==> src/rtl/vec_pkg.sv <==
// Shared vector writeback definitions: lane count, register-file address width and
// sequencer state encoding, reused by EXE and decode.
package vec_pkg;

   localparam int unsigned VEC_LANES = 8;
   localparam int unsigned VEC_AW    = 5;
   localparam int unsigned DATA_W    = 32;

   typedef enum logic [1:0] {
      StIdle  = 2'd0,
      StWrite = 2'd1,
      StFin   = 2'd2
   } seq_state_e;

endpackage

==> src/rtl/vec_wb_sequencer.sv <==
// Serialises an EXE vector result bundle into one register-file write per cycle,
// starting at wr_base_addr and wrapping modulo the register-file size.
module vec_wb_sequencer
   import vec_pkg::*;
#(
   parameter int unsigned LANES = VEC_LANES,
   parameter int unsigned AW    = VEC_AW
) (
   input  logic              clk,
   input  logic              rst,
   input  logic              in_valid,
   output logic              in_ready,
   input  logic [AW-1:0]     wr_base_addr,
   input  logic [31:0]       vlen,
   input  logic [DATA_W-1:0] alu_result_v0,
   input  logic [DATA_W-1:0] alu_result_v1,
   input  logic [DATA_W-1:0] alu_result_v2,
   input  logic [DATA_W-1:0] alu_result_v3,
   input  logic [DATA_W-1:0] alu_result_v4,
   input  logic [DATA_W-1:0] alu_result_v5,
   input  logic [DATA_W-1:0] alu_result_v6,
   input  logic [DATA_W-1:0] alu_result_v7,
   input  logic              wb_hold,
   output logic              rf_we,
   output logic [AW-1:0]     rf_waddr,
   output logic [DATA_W-1:0] rf_wdata,
   output logic [4:0]        cnt,
   output logic              busy,
   output logic              done
);

   localparam int unsigned LEN_W = 4;

   seq_state_e        state_q, state_d;
   logic [2:0]        idx_q, idx_d;
   logic [LEN_W-1:0]  len_q;
   logic [AW-1:0]     base_q;
   logic [DATA_W-1:0] lane_q [VEC_LANES];

   logic [LEN_W-1:0]  eff_len;
   logic              accept;
   logic              last_elem;
   logic [DATA_W-1:0] lane_sel;

   // Full-width compare so any vlen above LANES clamps instead of aliasing.
   assign eff_len   = (vlen > 32'(LANES)) ? LEN_W'(LANES) : vlen[LEN_W-1:0];
   assign accept    = in_valid && (state_q == StIdle);
   assign last_elem = (LEN_W'(idx_q) == (len_q - LEN_W'(1)));

   always_comb begin
      lane_sel = '0;
      unique case (idx_q)
         3'd0: lane_sel = lane_q[0];
         3'd1: lane_sel = lane_q[1];
         3'd2: lane_sel = lane_q[2];
         3'd3: lane_sel = lane_q[3];
         3'd4: lane_sel = lane_q[4];
         3'd5: lane_sel = lane_q[5];
         3'd6: lane_sel = lane_q[6];
         3'd7: lane_sel = lane_q[7];
         default: lane_sel = '0;
      endcase
   end

   always_ff @(posedge clk) begin
      if (rst) begin
         state_q <= StIdle;
         idx_q   <= '0;
         len_q   <= '0;
         base_q  <= '0;
         lane_q  <= '{default: '0};
      end else begin
         state_q <= state_d;
         idx_q   <= idx_d;
         if (accept) begin
            len_q     <= eff_len;
            base_q    <= wr_base_addr;
            lane_q[0] <= alu_result_v0;
            lane_q[1] <= alu_result_v1;
            lane_q[2] <= alu_result_v2;
            lane_q[3] <= alu_result_v3;
            lane_q[4] <= alu_result_v4;
            lane_q[5] <= alu_result_v5;
            lane_q[6] <= alu_result_v6;
            lane_q[7] <= alu_result_v7;
         end
      end
   end

   always_comb begin
      state_d  = state_q;
      idx_d    = idx_q;
      in_ready = 1'b0;
      rf_we    = 1'b0;
      rf_waddr = '0;
      rf_wdata = '0;
      cnt      = '0;
      done     = 1'b0;
      unique case (state_q)
         StIdle: begin
            in_ready = 1'b1;
            if (in_valid) begin
               idx_d   = '0;
               state_d = (eff_len == '0) ? StFin : StWrite;
            end
         end
         StWrite: begin
            cnt = 5'(idx_q) + 5'd1;
            if (!wb_hold) begin
               rf_we    = 1'b1;
               rf_waddr = base_q + AW'(idx_q);
               rf_wdata = lane_sel;
               if (last_elem) begin
                  idx_d   = '0;
                  state_d = StFin;
               end else begin
                  idx_d = idx_q + 3'd1;
               end
            end
         end
         StFin: begin
            done    = 1'b1;
            state_d = StIdle;
         end
         default: state_d = StIdle;
      endcase
   end

   assign busy = (state_q != StIdle);

endmodule
==> config.mk <==
export PLATFORM = sky130hd
export DESIGN_NAME = vec_wb_sequencer
export DESIGN_NICKNAME = d
export VERILOG_FILES = /design/src/rtl/vec_pkg.sv /design/src/rtl/vec_wb_sequencer.sv
export SDC_FILE = /design/constraint.sdc
export NUM_CORES = 1
export LEC_CHECK = 0
export ABC_AREA = 1
export CORE_MARGIN = 8
export CORE_UTILIZATION = 49
export CTS_BUF_LIST = sky130_fd_sc_hd__clkbuf_8
export CTS_CLUSTER_SIZE = 20
export DETAILED_ROUTE_END_ITERATION = 7
export HOLD_SLACK_MARGIN = 0.15
export PLACE_DENSITY_LB_ADDON = 0.25
export SLEW_MARGIN = 20
export SYNTH_ARGS = -nofsm -noshare
export SYNTH_HDL_FRONTEND = slang
export SYNTH_SLANG_ARGS = --single-unit
==> constraint.sdc <==
create_clock -name clk -period 2.1 [get_ports clk]
set_input_delay 0.21 -clock clk [delete_from_list [all_inputs] [get_ports clk]]
set_output_delay 0.21 -clock clk [all_outputs]
set_load 0.02 [all_outputs]
# Word-level counts from Yosys, hierarchy flattened
# Index checks and enable logic that the tools add are counted.
[classes] eq_ne=13 magnitude_cmp=1 reduce_logical=8 add_sub_neg=4 mux=20
[ops] cell="$pmux 32 s8" n=1
[ops] cell="$mux 32" n=2
[ops] cell="$gt 32x4->1 const B" n=1
[ops] cell="$eq 3x3->1 const B" n=4
[ops] cell="$mux 5" n=2
[ops] cell="$mux 3" n=3
[ops] cell="$mux 2" n=4
[ops] cell="$mux 4" n=2
[ops] cell="$eq 3x2->1 const B" n=2
[ops] cell="$ne 2x2->1 const B" n=3
[ops] cell="$pmux 3 s2" n=1
[ops] cell="$reduce_and 3->1" n=2
[ops] cell="$add 5x3->5" n=1
[ops] cell="$add 3x1->4 const B" n=1
[ops] cell="$eq 3x4->1" n=1
[ops] cell="$logic_not 4->1" n=1
[ops] cell="$mux 1" n=4
[ops] cell="$pmux 2 s2" n=1
[ops] cell="$reduce_bool 2->1" n=2
[ops] cell="$sub 4x1->4 const B" n=1
[ops] cell="$add 3x1->3 const B" n=1
[ops] cell="$eq 3x1->1 const B" n=1
[ops] cell="$logic_not 3->1" n=1
[ops] cell="$eq 2x1->1 const B" n=1
[ops] cell="3 further kinds" n=3
[word_totals] register_bits=270 wordCells=58 out_inout_bits=46

# Longest topological paths before layout
[depth] word_depth=6 ltp_mapped=11

# Worst setup path before layout
# OpenSTA, ideal clock, no wires.
[synth_path] kind="flip-flop to output port" start="reg idx_q[1]" end="out rf_wdata[11]" arrival_ns=1.882 path_buffers=3 slack_ns=0.008 path_stages_with_launch=10 path_cell_list="dfxtp_1 ha_1 ha_1 clkbuf_1 nor2_1 nand3_2 buf_4 clkbuf_2 o21ai_0 a41oi_1"
[synth_via] elab_chain_len=4 word_cells_on_any_way=11 cone_classes="eq/ne: 7; mux: 3; reduce/logical: 1"
[synth_lines] element="start, declared" line_no="vec_wb_sequencer.sv:35" text="logic [2:0] idx_q, idx_d;"
[synth_lines] element="start signal, assigned" line_no="vec_wb_sequencer.sv:74" text="idx_q <= idx_d;"
[synth_lines] element="$eq 3x3->1, or another cell as far along" line_no="vec_wb_sequencer.sv:52" text="unique case (idx_q)"
[synth_lines] element="$pmux 32 s8 *" line_no="vec_wb_sequencer.sv:52"
[synth_lines] element="$mux 32 *" line_no="vec_wb_sequencer.sv:109" text="if (!wb_hold) begin"
[synth_lines] element="$mux 32 *" line_no="vec_wb_sequencer.sv:99" text="unique case (state_q)"
[synth_lines] element="end, declared" line_no="vec_wb_sequencer.sv:26" text="output logic [DATA_W-1:0] rf_wdata,"
# Mark *: on every way between the ends. The rest lies on a longest branch, timed or not.

# Final worst setup path
[layout_path] start="reg idx_q[1]" end="out rf_wdata[31]"
# Same word-level chain as after synthesis.

==> impl_metrics.tcl <==
set metrics [dict create \
    outcome "complete, but fails checks" \
    violations "negative setup slack" \
    critical_path_class "reg2out" \
    antenna_found_initial 7 \
    grt_max_degree 87 \
    gp_congestion 0.926 \
    crit_chain "buf_6, ha_4, inv_4, nor2_4, buf_12, buf_4, buf_4, nand2_1, o2111ai_2, nor3_2, nor2_1, buf_2" \
    cts_sinks 270 \
    layout_common_cells "nor2_1, clkdlybuf4s50_1, o21ai_0" \
    drt-vias-per-instance 5.24 \
    setup_tns_ps -12600 \
    pwr-share-clk 0.347 \
    worstPathArrival_ps 2310 \
    critPathMaxStageDelay_ps 370 \
    num-fill-cells 1870 \
    drv_cap 0 \
    htreeDepth 2 \
    crit_required_ps 1890 \
    cp_top_family "buffers and inverters" \
    yosysWarnings 0 \
    switching_share 0.291 \
    dr.first_iter.drc_count 940 \
    dp_hpwl_um 32200 \
    fin_crit_sh 1.20 \
    vias 12800 \
    io_buffer_count 341 \
    power_density_mw_per_mm2 786 \
    dieArea_mm2 0.0290 \
    hold_class "in2reg" \
    cpMaxStageDelayCell "dfxtp_4" \
    leakagePower_nw 7.32 \
    coreArea_mm2 0.0234 \
    final_common_cell "nor2_1" \
    final_nets 2392 \
    grt_pass1_vias 12900 \
    rsz0062_at_grt "yes" \
    syn_area_per_cell_um2 6.83 \
    syn_area_mm2 0.0117 \
    globalRouteOverflowTotal 0 \
    area_delta_synth_final_pct 51.8 \
    drive_above_1_share 0.161 \
    seq_area_frac_synth 0.464 \
    die_w_um 170 \
    pin_count 343 \
    power.switching_w 0.00405 \
    chipHeight_um 170 \
    final_area_mm2 0.0177 \
    initial_core_util 0.498 \
    hold_violations 0 \
    start_kind "flip-flop" \
    clk_pin_slew_ps 70 \
    finalSetupViolCount 36 \
    path_max_fanout 10 \
    grt_pass1_wl_um 67700 \
    pwr-share-seq 0.427 \
    root_buffer "clkbuf_8" \
    num_rows 56 \
    fmax_mhz 396 \
    postRouteAntennaNets 0 \
    postSynthCellCount 1708 \
    internal_power_w 0.00986 \
    period_needed_ps 2520 \
    ys_ff_latch 270 \
    cp-end-kind "output pin" \
    track_usage 0.296 \
    path_buf_inv 6 \
    ys_types 28 \
    wirelength_um 44500 \
    clockBufferDepth 3 \
    placed_cell_area_mm2 0.0159 \
    drc_errors 0 \
    skew_ps 29.0 \
    crit_top_cell "buf_4" \
    comb_power_share 0.227 \
    holdWs_ps 271 \
    worst_slack_ps -423 \
    cts_tree "done" \
    maxSlewViolCount 0 \
    syn_nets 2016 \
    ir_worst_vdd_uv 554 \
    wl_per_cell_um 18.2 \
    drtPass1Iterations 7 \
    clock_latency_ps 560 \
    numCtsBuffers 45 \
]
==> path summary, 6_finish.rpt <==
| path | from | to | slack, ps | cells after the start |
|---|---|---|---|---|
| worst min-delay path | alu_result_v6[26] | lane_q[58] | 270 | 3 |
| worst max register to register | len_q[0] | state_q[1] | 420 | 9 |
| worst min register to register | lane_q[80] | lane_q[80] | 460 | 2 |
| worst max-delay path | idx_q[1] | rf_wdata[31] | -420 | 12 |
==> worst min-delay path: cells and delay by family <==
family	cells	cell delay (ps)
simple gates	1	40
compound gates	1	150
buf+inv	1	390
==> power groups by stage <==
stage / registers (W) / clock network (W) / logic, W
after global routing: 0.00598 / 0.00511 / 0.00344
after detailed placement: 0.00601 / 0 / 0.00272
after floorplan: 0.00592 / 0 / 0.00138
after CTS: 0.00593 / 0.00486 / 0.00305
final: 0.00593 / 0.00482 / 0.00316
after global placement: 0.00600 / 0 / 0.00268
==> logic make-up (layout without fill, tap and decap cells) <==
group                      Yosys count  after routing  synth area share
and+or+nand+nor                    916            916             0.305
AOI/OAI and AO/OA                  354            354             0.159
DFF                                270            270             0.464
buffers and inverters              155            563            0.0587
adders and majority gates           11             11            0.0125
other                                1              5          0.000322
xor gates and xnor gates             1              1          0.000751
==> synthesized netlist by cell type <==
library cell	number	area, um^2
a31oi_1	4	25.0
nor3_1	12	60.1
dfxtp_1	270	5410
fa_1	1	20.0
inv_2	2	7.51
xor2_1	1	8.76
a22o_1	4	35.0
nand2_2	1	6.26
clkbuf_1	52	195
a41oi_1	15	131
nand3_2	1	10.0
nor2_4	2	22.5
nand3b_1	1	7.51
nor2_1	582	2180
a21oi_1	29	145
nor4_1	3	18.8
buf_2	59	295
o21ai_0	301	1510
nand2_1	272	1020
nand3_1	28	140
nand4_1	13	81.3
clkbuf_2	2	10.0
o2111ai_1	1	8.76
conb_1	1	3.75
inv_1	33	124
and2_1	1	6.26
buf_4	7	52.6
ha_1	10	125
==> layout make-up <==
| type | instances | area, um^2 | area share |
|---|---|---|---|
| Antenna cell | 4 | 10.0 | 0.000566 |
| Clock buffer | 61 | 840 | 0.0474 |
| Clock inverter | 18 | 108 | 0.00608 |
| Inverter | 35 | 151 | 0.00855 |
| Multi-Input combinational cell | 1283 | 6170 | 0.349 |
| Sequential cell | 270 | 5420 | 0.306 |
| Tap cell | 319 | 399 | 0.0226 |
| Timing Repair Buffer | 449 | 4600 | 0.260 |
==> through the flow <==
stage | instances | utilization | setup slack, ps | total power [W]
5_1_grt | 2439 | 0.756 | -555 | 0.0145
6_report | 2439 | 0.756 | -423 | 0.0139
2_1_floorplan | 1708 | - | 7.65 | 0.00730
3_3_place_gp | 2335 | 0.677 | -479 | 0.00868
3_5_place_dp | 2335 | 0.677 | -526 | 0.00874
4_1_cts | 2430 | 0.750 | -457 | 0.0138
==> sequential cells by signal, summed over array words and instances (netlist names) <==
| name | flops |
|---|---|
| len_q | 4 |
| idx_q | 3 |
| base_q | 5 |
| lane_q | 256 |
| state_q | 2 |
==> what timing repair did <==
| action | in CTS | in global routing |
|---|---|---|
| hold buffers | 0 | 0 |
| pin swaps | 36 | 23 |
| endpoints found under the setup margin | 42 | 41 |
| setup buffers | 15 | 6 |
| cloned | 3 | 1 |
| resized for setup | 369 | 43 |
==> per-layer routing <==
metal	share of wire	global-route usage	wire length, um
met5	0.00074	0	33
met4	0.045	0.158	1980
met3	0.075	0.0697	3330
met2	0.50	0.518	22200
met1	0.38	0.330	17000
(Power assumes the default switching activity.)
